### src/rtl/display_shift_out.sv
// Encodes a BCD time value to four 7-segment bytes and shifts the 32-bit frame
// out to an external shift-register chain, then pulses the storage latch.
module display_shift_out #(
    parameter int SYS_CLK_HZ         = 5_000_000,
    parameter int SHIFT_CLK_HZ       = 1_000_000,
    parameter bit BLANK_LEADING_ZERO = 1'b1,
    parameter bit INVERT_SEGMENTS    = 1'b0
) (
    input  logic       i_clk,
    input  logic       i_reset,
    input  logic       i_en,
    input  logic       i_start,
    input  logic [3:0] i_hours_tens,
    input  logic [3:0] i_hours_ones,
    input  logic [3:0] i_minutes_tens,
    input  logic [3:0] i_minutes_ones,
    input  logic       i_colon,
    output logic       o_busy,
    output logic       o_done,
    output logic       o_serial_data,
    output logic       o_serial_clk,
    output logic       o_serial_latch
);

    localparam int DIV   = SYS_CLK_HZ / SHIFT_CLK_HZ;
    localparam int DIV_W = (DIV < 2) ? 1 : $clog2(DIV);
    localparam logic [DIV_W-1:0] DIV_LAST      = DIV_W'(DIV - 1);
    localparam logic [DIV_W-1:0] CLK_HIGH_FROM = DIV_W'(DIV - DIV / 2);

    generate
        if (DIV < 2) begin : g_div_check
            $error("display_shift_out: SYS_CLK_HZ / SHIFT_CLK_HZ must be at least 2");
        end
    endgenerate

    typedef enum logic [1:0] {
        ST_IDLE,
        ST_SHIFT,
        ST_LATCH
    } state_t;

    state_t           r_state;
    state_t           w_state_next;
    logic [DIV_W-1:0] r_div;
    logic [DIV_W-1:0] w_div_next;
    logic [4:0]       r_bit;
    logic [4:0]       w_bit_next;
    logic [31:0]      r_frame;
    logic [31:0]      w_frame_next;
    logic             r_done;
    logic             w_done_next;
    logic [7:0]       w_hours_tens_byte;
    logic [31:0]      w_frame_raw;
    logic [31:0]      w_frame_load;
    logic             w_div_wrap;

    // Segment order {g,f,e,d,c,b,a}; anything that is not a decimal digit is blank.
    function automatic logic [6:0] seg7(input logic [3:0] digit);
        case (digit)
            4'd0:    seg7 = 7'h3F;
            4'd1:    seg7 = 7'h06;
            4'd2:    seg7 = 7'h5B;
            4'd3:    seg7 = 7'h4F;
            4'd4:    seg7 = 7'h66;
            4'd5:    seg7 = 7'h6D;
            4'd6:    seg7 = 7'h7D;
            4'd7:    seg7 = 7'h07;
            4'd8:    seg7 = 7'h7F;
            4'd9:    seg7 = 7'h6F;
            default: seg7 = 7'h00;
        endcase
    endfunction

    always_comb begin
        w_hours_tens_byte = {1'b0, seg7(i_hours_tens)};
        if (BLANK_LEADING_ZERO && (i_hours_tens == 4'd0)) begin
            w_hours_tens_byte = 8'h00;
        end
        w_frame_raw  = {w_hours_tens_byte,
                        i_colon, seg7(i_hours_ones),
                        1'b0,    seg7(i_minutes_tens),
                        1'b0,    seg7(i_minutes_ones)};
        w_frame_load = INVERT_SEGMENTS ? ~w_frame_raw : w_frame_raw;
    end

    assign w_div_wrap = (r_div == DIV_LAST);

    always_comb begin
        w_state_next = r_state;
        w_div_next   = r_div;
        w_bit_next   = r_bit;
        w_frame_next = r_frame;
        w_done_next  = 1'b0;
        case (r_state)
            ST_IDLE: begin
                if (i_start) begin
                    w_state_next = ST_SHIFT;
                    w_frame_next = w_frame_load;
                    w_div_next   = '0;
                    w_bit_next   = '0;
                end
            end
            ST_SHIFT: begin
                if (w_div_wrap) begin
                    w_div_next = '0;
                    if (r_bit == 5'd31) begin
                        w_state_next = ST_LATCH;
                        w_bit_next   = '0;
                    end else begin
                        w_bit_next = r_bit + 5'd1;
                    end
                end else begin
                    w_div_next = r_div + DIV_W'(1);
                end
            end
            ST_LATCH: begin
                if (w_div_wrap) begin
                    w_div_next   = '0;
                    w_state_next = ST_IDLE;
                    w_done_next  = 1'b1;
                end else begin
                    w_div_next = r_div + DIV_W'(1);
                end
            end
            default: begin
                w_state_next = ST_IDLE;
            end
        endcase
    end

    // A low enable freezes every register, so the outputs decoded below hold too.
    always_ff @(posedge i_clk or posedge i_reset) begin
        if (i_reset) begin
            r_state <= ST_IDLE;
            r_div   <= '0;
            r_bit   <= '0;
            r_frame <= '0;
            r_done  <= 1'b0;
        end else if (i_en) begin
            r_state <= w_state_next;
            r_div   <= w_div_next;
            r_bit   <= w_bit_next;
            r_frame <= w_frame_next;
            r_done  <= w_done_next;
        end
    end

    // In LATCH the data pin keeps showing the final bit of the frame.
    always_comb begin
        o_busy         = (r_state != ST_IDLE);
        o_done         = r_done;
        o_serial_clk   = (r_state == ST_SHIFT) && (r_div >= CLK_HIGH_FROM);
        o_serial_latch = (r_state == ST_LATCH);
        o_serial_data  = 1'b0;
        if (r_state == ST_SHIFT) begin
            o_serial_data = r_frame[5'd31 - r_bit];
        end else if (r_state == ST_LATCH) begin
            o_serial_data = r_frame[0];
        end
    end

endmodule

### config.mk
export PLATFORM = sky130hd
export DESIGN_NAME = display_shift_out
export DESIGN_NICKNAME = d
export VERILOG_FILES = /design/src/rtl/display_shift_out.sv
export SDC_FILE = /design/constraint.sdc
export NUM_CORES = 1
export LEC_CHECK = 0
export ABC_AREA = 1
export BUFFER_PORTS_ARGS = -buffer_cell sky130_fd_sc_hd__clkbuf_2
export CAP_MARGIN = 10
export CORE_ASPECT_RATIO = 0.6
export CORE_UTILIZATION = 59
export DETAILED_ROUTE_END_ITERATION = 12
export PLACE_DENSITY_LB_ADDON = 0.25
export SYNTH_ARGS = -nofsm -noshare
export SYNTH_HDL_FRONTEND = slang
export SYNTH_SLANG_ARGS = --single-unit
### constraint.sdc
create_clock -name i_clk -period 2 [get_ports i_clk]
set_input_delay 0.1 -clock i_clk [delete_from_list [all_inputs] [get_ports i_clk]]
set_output_delay 0.1 -clock i_clk [all_outputs]
set_load 0.05 [all_outputs]
Word-level counts from Yosys, hierarchy flattened
Memory sizes are Yosys's and may differ from the RTL's. A register that Yosys moved wholly into a read port is not among the register bits.
Cells that the tools add are included.
- logic and storage cells: 52
- bits in read-only memories: 448
- input bits: 21
- memories kept: 4
- output and inout bits: 5
- bits in registers: 41
- memories (name ; depth ; bits a word ; read ports ; clocked after Yosys merged registers in ; write ports ; line ; source):
    (name not given) ; 16 ; 7 ; 1 ; 0 ; 0 ; 59 ; case (digit)
    (name not given) ; 16 ; 7 ; 1 ; 1 ; 0 ; 59 ;
    (name not given) ; 16 ; 7 ; 1 ; 1 ; 0 ; 59 ;
    (name not given) ; 16 ; 7 ; 1 ; 1 ; 0 ; 59 ;
- reductions and logical operators: 11
- eq/ne operators: 8
- mux-type cells: 19
- add/subtract/negate cells: 3
- order comparisons: 2
- operator list (kind ; number):
    $mux W5 ; 3
    $pmux W5 S2 ; 1
    $mux W2 ; 4
    $mux W7 ; 1
    $lt A5 B6 Y1 const B ; 1
    $mux W3 ; 2
    $ne A2 B2 Y1 const B ; 3
    $pmux W2 S3 ; 1
    $pmux W3 S2 ; 1
    $reduce_and A3 Y1 ; 2
    $reduce_bool A2 Y1 ; 3
    $add A5 B1 Y5 const B ; 1
    $bmux W1 S5 ; 1
    $eq A5 B5 Y1 const B ; 1
    $mux W1 ; 5
    $reduce_and A5 Y1 ; 1
    $sub A5 B5 Y5 const A ; 1
    $logic_not A4 Y1 ; 1
    $reduce_and A4 Y1 ; 1
    $add A3 B1 Y3 const B ; 1
    $eq A3 B3 Y1 const B ; 1
    $ge A3 B2 Y1 const B ; 1
    $eq A2 B1 Y1 const B ; 1
    $eq A2 B2 Y1 const B ; 1
    4 further kinds ; 4

Longest topological paths before layout
Gate-level depths: netlist of the first run.
- word-level depth: 4
- mapped depth: 10
- gate-level depth less buffers: 9

Least setup slack after synthesis of the first run
Ideal clock, no wire load.
- path kind: register to register
- from: register r_state[0]
- to: register r_div[0]
- path slack: 0.287 ns
- buffers on the path: 1
- arrival time: 1.587 ns
- clock period less this slack: 1.713 ns
- data required time: 1.873 ns
- stages on the path, launching flop included: 9
- library setup time: 0.127 ns
- cell sequence: dfrtp_1 -> inv_1 -> ha_1 -> inv_2 -> o21ai_1 -> or2_2 -> clkbuf_1 -> a31oi_1 -> a21oi_1
- word-level cells in the longest chain between the ends: 4
- elaborated cells on any way between the ends: 8
- classes of those cells: eq/ne (3); mux (1); reduce/logical (4)
- RTL lines (what ; line ; source):
    start, declared ; 42 ; state_t r_state;
    start signal, assigned ; 140 ; r_state <= w_state_next;
    $eq A2 B2 Y1 or $eq A2 B1 Y1 (tied branches) ; 94 ; case (r_state)
    $reduce_or A2 Y1 (no source line) ; - ;
    $reduce_bool A2 Y1 (no source line) ; - ;
    $reduce_and A3 Y1 (no source line) ; - ;
    end signal, assigned ; 141 ; r_div <= w_div_next;
    end, declared ; 44 ; logic [DIV_W-1:0] r_div;
Parallel ways exist; a longest one is shown, timed or not.
A chain may end at the register's enable or synchronous reset.

Worst setup path in the final report of the first run
- from: register r_bit[0]
- to: output port o_serial_data
- word-level cells in the longest chain between the ends: 4
- RTL lines (what ; line ; source):
    start, declared ; 46 ; logic [4:0] r_bit;
    start signal, assigned ; 142 ; r_bit <= w_bit_next;
    $sub A5 B5 Y5 ; 156 ; o_serial_data = r_frame[5'd31 - r_bit];
    $bmux W1 S5 ; 156 ;
    $mux W1 (not written as such) ; 156 ;
    $mux W1 ; 155 ; if (r_state == ST_SHIFT) begin
    end, declared ; 20 ; output logic o_serial_data,
No other way between the ends. The select of a mux whose other input is x is not followed.

==> results.yml, run 1 <==
job:
  maxCapViolCount: 0
detailed_routing:
  antenna_left: 0
  vias: 2445
  viasPerCell: 5.48
  wl_per_cell_um: 13.7
  drc: 0
  drt_iter0_drc: 179
  routed_wirelength_um: 6130
  firstDrtPassIters: 5
floorplan:
  die_x_um: 89.7
  row_count: 18
  die_h_um: 54.6
  ios: 26
  core_sq_um: 4260
  start_util_pct: 63.9
  die-area_sq_um: 4900
final_layout:
  final_cell_mix: "nand2_1, inv_1, dfrtp_1, nand3_1, ha_1"
  register_area_sq_um: 1000
  fillers: 342
  antenna-diode-count: 0
  fin_nets: 438
  post_route_cells_drive_above_1_share_pct: 14.8
  mostFrequentLayoutCell: "nand2_1"
  multi_input_area_sq_um: 1450
  syn_to_final_growth_pct: 11.6
placement:
  portBuffers: 25
  dp_hpwl_um: 4490
  pre_cts_ws_ps: 217
  place_congestion: 0.837
global_routing:
  grt_first_pass_wirelength_um: 9910
  grt_start_max_net_pins: 41
  grt_antenna_before_repair: 0
  overflow: 0
  grt_usage_pct: 27.3
  grt_pass1_vias: 2146
sta:
  worstMarginPinSlew_ps: 521
  relSlewSlack_pct: 65.3
  fin_ws_ps: 124
  tns_ps: 0
  fin_skew_ps: 8.11
  hold_violations: 0
  max_freq_mhz: 533
  setup_viol: 0
  rsz0062_at_grt: "no"
  slew_viol_final: 0
  period_share_pct: 93.8
  post-route-min-period_ps: 1880
synthesis:
  synth_top_area_share_pct: 36.8
  ys_types: 31
  synth_nets: 408
  synthArstFlopShare_pct: 100
  synth-seq-cells: 40
  synth-main-ff-cell: "dfrtp_1"
  yosysTopAreaCell: "dfrtp_1"
  syn_avg_cell_area_sq_um: 7.67
  netlist_area_sq_um: 2720
  seq_area_frac_synth_pct: 36.8
  synth_cells: 355
  synth_area_leaders: "dfrtp_1, ha_1, nand2_1"
  synth_edf_count: 0
  ys_warn_count: 0
run_status:
  status: "finished, final reports clean"
setup_path:
  rrSetupSlack_ps: 180
  start_kind: "register"
  crit_required_ps: 1900
  crit_arrival_ps: 1780
  path_class: "reg2out"
  end_kind: "output port"
  crit_fanout: 5
cts:
  clock_latency_ps: 300
  cts-root-buf: "clkbuf_8"
  cts_tree: "yes"
  cts.htree.levels: 2
  cts_max_path_buffers: 2
  path_clk_slew_ps: 80
  cts.sinks: 40
  cts_made_buffers: 5
worst_hold_path:
  hold_path.class: "in2reg"
pwr:
  vdd_drop_max_mv: 0.695
  p_leak_nw: 1.61
  power_per_cell_area_nw_per_um2: 1240
[metrics by stage]
| stage | cells | cell area [sq um] | utilization, % | hold slack [ps] | power (mW) |
|---|---|---|---|---|---|
| floorplan | 355 | 2720 | - | 221 | 2.68 |
| global placement | 434 | 2900 | 68.2 | 226 | 3.03 |
| detailed placement | 434 | 2900 | 68.2 | 230 | 3.09 |
| CTS | 446 | 3030 | 71.2 | 17.1 | 3.72 |
| global route | 446 | 3040 | 71.4 | 27.5 | 4.05 |
| finish | 446 | 3040 | 71.4 | 14.6 | 3.77 |
[where the power goes]
group          leakage (nW)  switching [mW]  internal [mW]
registers             0.495           0.242           1.17
logic                  1.07            1.14          0.648
clock network        0.0510           0.290          0.275
total                  1.61            1.67           2.10
[critical path: stages, from the launching register on]
cell,delay [ps]
dfrtp_1,430
clkinvlp_4,160
buf_4,170
nand2_1,60
nand3_1,70
nand3_1,100
nand3_1,90
nand3_1,80
nand3_1,70
nand2_1,90
buf_6,160
[final timing paths]
path,from,end,cells past startpoint
setup reg to reg,r_state[0],r_frame[18],7
hold / removal,i_colon,r_frame[23],3
min in group asynchronous,i_reset,r_div[0],4
hold reg to reg,r_frame[14],r_frame[14],2
setup / recovery,r_bit[0],o_serial_data,10
max in group asynchronous,i_reset,r_bit[1],4
[timing repair]
item / in CTS / in global routing
cloned: 0 / 0
endpoints found under the hold margin: 40 / 0
pin swaps: 0 / 0
gates resized for setup: 1 / 5
setup buffers: 3 / 0
hold buffers: 1 / 0
endpoints found under the setup margin: 1 / 1
[synthesized netlist by cell type, types with 2 or more instances]
cell / n
a21oi_1: 7
ha_1: 32
buf_2: 3
a31oi_1: 3
a2bb2oi_1: 2
dfrtp_1: 40
nor3_1: 4
nand2_1: 81
nor2_1: 22
clkbuf_1: 4
nand3_1: 35
or2_2: 2
o22ai_2: 5
o21ai_1: 4
a22oi_1: 6
inv_1: 57
a21oi_2: 2
inv_2: 3
o21ai_0: 31
[per-layer routing]
layer / global-route usage, % / share of wire, % / wire (um) / vias to the layer above
met4: 6.35 / 0.72 / 44 / 0
met2: 41.4 / 43 / 2620 / 98
met3: 4.52 / 7.5 / 461 / 7
met5: 0 / 0 / 0 / -
li1: - / - / - / 1205
met1: 40.8 / 49 / 3000 / 1135
[cell type report]
class,instances,area share (%)
Multi-Input combinational cell,246,47.8
Tap cell,60,2.47
Timing Repair Buffer,32,6.14
Inverter,60,7.54
Sequential cell,40,33.0
Clock inverter,2,0.329
Clock buffer,6,2.72
[state kept, by name, indices dropped and copies added (netlist names)]
register  count
r_bit         5
r_state       2
r_frame      29
r_div         3
o_done        1
[cells by family after synthesis]
group / count (synthesis) / synth area share [%]
and+or+nand+nor: 149 / 23.4
buffers and inverters: 69 / 9.84
AOI/OAI and AO/OA: 65 / 15.2
DFF: 40 / 36.8
adders and majority gates: 32 / 14.7
Note: power is estimated with default switching activity, not from simulation.
==> inputs of run 2 (changes only) <==
--- a/config.mk
+++ b/config.mk
@@ -8,10 +8,11 @@
 export ABC_AREA = 1
 export BUFFER_PORTS_ARGS = -buffer_cell sky130_fd_sc_hd__clkbuf_2
 export CAP_MARGIN = 10
-export CORE_ASPECT_RATIO = 0.6
-export CORE_UTILIZATION = 59
+export CORE_ASPECT_RATIO = 2
+export CORE_UTILIZATION = 54
 export DETAILED_ROUTE_END_ITERATION = 12
 export PLACE_DENSITY_LB_ADDON = 0.25
+export SKIP_CTS_REPAIR_TIMING = 1
 export SYNTH_ARGS = -nofsm -noshare
 export SYNTH_HDL_FRONTEND = slang
 export SYNTH_SLANG_ARGS = --single-unit
==> constraint.sdc (replaced) <==
create_clock -name i_clk -period 1.72 [get_ports i_clk]
set_input_delay 0.086 -clock i_clk [delete_from_list [all_inputs] [get_ports i_clk]]
set_output_delay 0.086 -clock i_clk [all_outputs]
set_load 0.05 [all_outputs]
==> run 2 against run 1 <==
Final cell count is 1.3% higher. First-iteration DRC count is 76% lower. Largest power group unchanged. Highest routed layer unchanged. Sequential cell count stayed put. Non-clock buffer count is 10 higher. Global-route usage is 2.9 points lower. Register-to-register slack worse by 170 ps. The flow now finishes with violations (setup timing).
==> results.yml, run 2 (same netlist as run 1, synthesis figures left out) <==
sta:
  rsz0062_at_grt: "yes"
  fin_ws_ps: -168
  max_freq_mhz: 530
  hold_violations: 0
  relSlewSlack_pct: 67.5
  setup_viol: 1
  post-route-min-period_ps: 1890
  period_share_pct: 110
  slew_viol_final: 0
  worstMarginPinSlew_ps: 488
  fin_skew_ps: 3.41
  tns_ps: -168
placement:
  dpl_cell_area_sq_um: 2950
  dp_hpwl_um: 4400
  place_congestion: 0.867
  portBuffers: 25
setup_path:
  critical_path.most_common_cell: "nand3_1"
  critPathTopFamily: "simple AND/OR/NAND/NOR gates"
  end_kind: "output port"
  start_kind: "register"
  slowest_delay_ps: 420
  cpMaxStageDelayCell: "dfrtp_1"
  crit_required_ps: 1630
  crit_arrival_ps: 1800
  path_class: "reg2out"
  critPathBufInv: 3
  crit_fanout: 10
  critical_path.cell_chain: "clkinvlp_4, buf_12, nand2_2, nand3_1, nand3_1, nand3_1, nand3_1, nand3_1, nand2_1, buf_6"
global_routing:
  grt_pass1_vias: 2378
  use_met2_pct: 47.2
  grt_antenna_before_repair: 0
  grt_start_max_net_pins: 41
  use_met1_pct: 22.9
  use_met3_pct: 4.61
  grt_first_pass_wirelength_um: 9640
  grt_usage_pct: 24.5
  busiest_layer: "met2"
  overflow: 0
final_layout:
  fin_util_pct: 66.5
  post_route_cells_drive_above_1_share_pct: 19.2
  syn_to_final_growth_pct: 18.9
  antenna-diode-count: 0
  final_cell_mix: "nand2_1, inv_1, dfrtp_1, nand3_1, o21ai_0"
  mostFrequentLayoutCell: "nand2_1"
  top_regs: "r_frame: 29 flops, r_bit: 5 flops, r_div: 3 flops"
  fillers: 445
  fin_nets: 448
  top_register: "r_frame"
  stdcell_area_sq_um: 3240
  largest_reg_flops: 29
cts:
  cts.sinks: 40
  cts_tree: "yes"
  cts_made_buffers: 5
  cts_max_path_buffers: 2
  path_clk_slew_ps: 80
  cts.htree.levels: 2
  clock_latency_ps: 300
  cts-root-buf: "clkbuf_8"
floorplan:
  start_util_pct: 55.9
  die-area_sq_um: 5340
  ios: 26
  row_count: 36
  die_x_um: 52.2
  core_sq_um: 4860
  die_h_um: 102
detailed_routing:
  drc: 0
  wl_per_cell_um: 13.4
  firstDrtPassIters: 4
  vias: 2415
  routed_wirelength_um: 6080
  antenna_left: 0
  drt_iter0_drc: 43
  viasPerCell: 5.34
run_status:
  status: "finished with violations"
  violations: "setup timing"
pwr:
  pwr-share-comb_pct: 48.3
  p_clk_share_pct: 18.6
  p_leak_nw: 1.69
  power_per_cell_area_nw_per_um2: 1490
  power.switching_mw: 1.99
  p_int_mw: 2.85
  switching_share_pct: 41.1
  seq_power_share_pct: 33.1
  vdd_drop_max_mv: 0.956
worst_hold_path:
  hold_path.class: "in2reg"
job:
  maxCapViolCount: 0
[run 2: changes by cell type in the layout (fill, tap and decap cells not counted), sizes merged]
cell    delta
buf       +11
inv        -1
bufinv     +2
clkinv     -1
clkbuf     -2
[run 2: worst register-to-register path, stage by stage, from the launching register on]
cell and delay [ps]:
dfrtp_1 420, buf_4 170, ha_1 160, nand2_1 80
nor2_2 110, ha_2 200, nor2_4 50, nand3b_1 220
nand2_1 100, o21ai_0 80
[run 2: metrics by stage]
| step | std cells | setup WS [ps] | total power, mW | hold slack (ps) |
|---|---|---|---|---|
| detailed placement | 438 | -5.99 | 3.68 | 212 |
| global route | 452 | -227 | 5.19 | 18.0 |
| CTS | 445 | -261 | 4.59 | -112 |
| floorplan | 355 | 6.62 | 3.11 | 207 |
| global placement | 438 | 16.2 | 3.62 | 203 |
| finish | 452 | -168 | 4.84 | 6.79 |
[run 2: cell type report]
cell class              count  area [sq um]  area share (%)
multi-input cells         246          1530            47.2
flip-flops and latches     40          1000            30.9
repair buffers             42           274            8.47
inverters                  60           234            7.23
well taps                  57          71.3            2.20
clock buffers               5          68.8            2.13
clock inverters             2          60.1            1.86
[run 2: final timing paths]
check                      depth (start not counted)        start       endpoint  slack, ps
max                                               10     r_bit[0]  o_serial_data       -170
min                                                3      i_colon    r_frame[23]          7
max reg2reg                                        9     r_bit[0]     r_state[1]         10
min reg2reg                                        2  r_frame[14]    r_frame[14]        490
max in group asynchronous                          4      i_reset    r_frame[22]        950
min in group asynchronous                          4      i_reset       r_bit[1]        430
[run 2: power by group through the flow]
stage	logic [mW]	registers, mW	clock network, mW
after floorplan	1.59	1.52	0
after global placement	2.03	1.59	0
after detailed placement	2.08	1.60	0
after CTS	2.10	1.59	0.903
after global routing	2.60	1.64	0.944
final	2.34	1.60	0.898
[run 2: layer usage]
layer | up-vias | wire [um]
met3 | 8 | 169
met1 | 1147 | 2210
met4 | 0 | 111
li1 | 1217 | -
met5 | - | 0
met2 | 43 | 3590
==> inputs of run 3 (changes only) <==
--- a/config.mk
+++ b/config.mk
@@ -8,8 +8,10 @@
 export ABC_AREA = 1
 export BUFFER_PORTS_ARGS = -buffer_cell sky130_fd_sc_hd__clkbuf_2
 export CAP_MARGIN = 10
-export CORE_ASPECT_RATIO = 2
-export CORE_UTILIZATION = 54
+export CELL_PAD_IN_SITES_DETAIL_PLACEMENT = 0
+export CELL_PAD_IN_SITES_GLOBAL_PLACEMENT = 1
+export CORE_ASPECT_RATIO = 0.75
+export CORE_UTILIZATION = 40
 export DETAILED_ROUTE_END_ITERATION = 12
 export PLACE_DENSITY_LB_ADDON = 0.25
 export SKIP_CTS_REPAIR_TIMING = 1
==> run 3 against run 2 <==
The flow still finishes with violations (setup timing). Sequential share of layout area is 0.72 points lower. Register-to-register slack better by 30 ps. Critical path depth is 2 lower. Largest power group unchanged. Highest routed layer unchanged.
==> results.yml, run 3 (same netlist as run 1, synthesis figures left out) <==
floorplan:
  core_sq_um: 6440
  start_util_pct: 42.2
  die_h_um: 73.4
  die_x_um: 97.2
  row_count: 25
  die-area_sq_um: 7140
  ios: 26
final_layout:
  fin_nets: 455
  top_register: "r_frame"
  post_route_cells_drive_above_1_share_pct: 21.8
  final_cell_mix: "nand2_1, inv_1, dfrtp_1, nand3_1"
  register_area_sq_um: 1000
  multi_input_area_sq_um: 1540
  syn_to_final_growth_pct: 22.0
  fillers: 630
  largest_reg_flops: 29
  top_regs: "r_frame: 29 flops, r_bit: 5 flops, r_div: 3 flops"
  mostFrequentLayoutCell: "nand2_1"
  antenna-diode-count: 0
cts:
  cts.htree.levels: 2
  cts.sinks: 40
  cts_made_buffers: 5
  cts_tree: "yes"
  cts-root-buf: "clkbuf_8"
  clock_latency_ps: 290
  cts_max_path_buffers: 2
  path_clk_slew_ps: 80
job:
  maxCapViolCount: 0
global_routing:
  grt_first_pass_wirelength_um: 10600
  grt_start_max_net_pins: 41
  overflow: 0
  grt_usage_pct: 18.5
  grt_antenna_before_repair: 0
  grt_pass1_vias: 2324
setup_path:
  critPathBufInv: 2
  end_kind: "output port"
  rrSetupSlack_ps: 40
  crit_end: "o_serial_data"
  cpMaxStageDelayCell: "dfrtp_2"
  path_depth: 8
  critPathTopFamily: "simple AND/OR/NAND/NOR gates"
  start_kind: "register"
  timing.rr.start: "r_bit[1]"
  path_class: "reg2out"
  critical_path.most_common_cell: "nand3_1"
  critical_path.cell_chain: "clkinvlp_4, nand3_1, nand3_1, nand3_1, nand3_1, nand3_1, nand2_1, buf_6"
  critPathLaunch: "r_bit[1]"
  crit_required_ps: 1630
  rr_endpoint: "r_state[0]"
  crit_arrival_ps: 1690
  crit_fanout: 7
  slowest_delay_ps: 490
  r2r_cells: 9
pwr:
  vdd_drop_max_mv: 0.547
  p_leak_nw: 1.71
  switching_share_pct: 42.5
  p_int_mw: 2.74
  seq_power_share_pct: 33.9
  p_clk_share_pct: 13.5
  power_per_cell_area_nw_per_um2: 1440
  pwr-share-comb_pct: 52.5
  power.switching_mw: 2.03
detailed_routing:
  firstDrtPassIters: 4
  vias: 2391
  viasPerCell: 4.94
  wl_per_cell_um: 13.0
  drc: 0
  antenna_left: 0
  routed_wirelength_um: 6290
  drt_iter0_drc: 80
sta:
  slew_viol_final: 0
  relSlewSlack_pct: 65.4
  post-route-min-period_ps: 1780
  hold_ws_ps: 18.1
  worstMarginPinSlew_ps: 518
  fin_ws_ps: -60.9
  fin_skew_ps: 8.38
  setup_viol: 1
  rsz0062_at_grt: "yes"
  max_freq_mhz: 562
  hold_violations: 0
  period_share_pct: 104
placement:
  place_congestion: 0.836
  portBuffers: 25
  pre_cts_ws_ps: -5.03
  dp_hpwl_um: 4400
run_status:
  status: "finished with violations"
  violations: "setup timing"
worst_hold_path:
  hold_path.class: "in2reg"
-- run 3: changes by cell type in the layout (fill, tap and decap cells not counted), sizes merged --
cell,delta
buf,+7
bufinv,-2
clkbuf,+3
-- run 3: worst min-delay path by stage --
stage	cells after the start	from	slack [ps]	end
2_1_floorplan	2	i_colon	210	r_frame[23]
3_3_place_gp	3	i_reset	230	r_div[2]
3_5_place_dp	3	i_reset	230	r_frame[17]
4_1_cts	3	i_reset	-80	r_bit[0]
5_1_grt	3	i_colon	40	r_frame[23]
6_report	3	i_colon	20	r_frame[23]
-- run 3: metrics by stage --
| step | total power, mW | area [sq um] | util [%] | TNS (ps) | std cells |
|---|---|---|---|---|---|
| floorplan | 3.11 | 2720 | - | 0 | 355 |
| global placement | 3.68 | 2990 | 46.3 | 0 | 461 |
| detailed placement | 3.72 | 2990 | 46.3 | -13.5 | 461 |
| CTS | 4.38 | 3080 | 47.7 | -398 | 469 |
| global route | 5.20 | 3320 | 51.5 | -574 | 484 |
| finish | 4.77 | 3320 | 51.5 | -60.9 | 484 |
-- run 3: per-layer routing --
layer  wire (um)  share of wire [%]  GRT usage (%)  up-vias
li1            -                  -              -     1244
met1        3280                 52           25.5     1101
met2        2770                 44           30.3       37
met3         156                2.5           3.43        9
met4          96                1.5           4.90        0
met5           0                  0              0        -
-- run 3: tightest hold or removal path, cell delays in order --
cell,delay (ps)
clkbuf_2,80
nand2_1,40
o21ai_0,60
-- run 3: layout make-up --
cell class	instances	share of cell area, %
clock buffer	8	2.71
sequential	40	30.2
timing repair buffer	49	10.7
inverter	60	7.05
multi-input combinational	246	46.3
tap	81	3.05
-- run 3: power by group through the flow --
stage	Sequential, mW	Combinational (mW)	Clock (mW)
floorplan	1.52	1.59	0
global placement	1.60	2.08	0
CTS	1.61	2.12	0.658
global route	1.67	2.83	0.703
detailed placement	1.62	2.10	0
finish	1.62	2.51	0.646
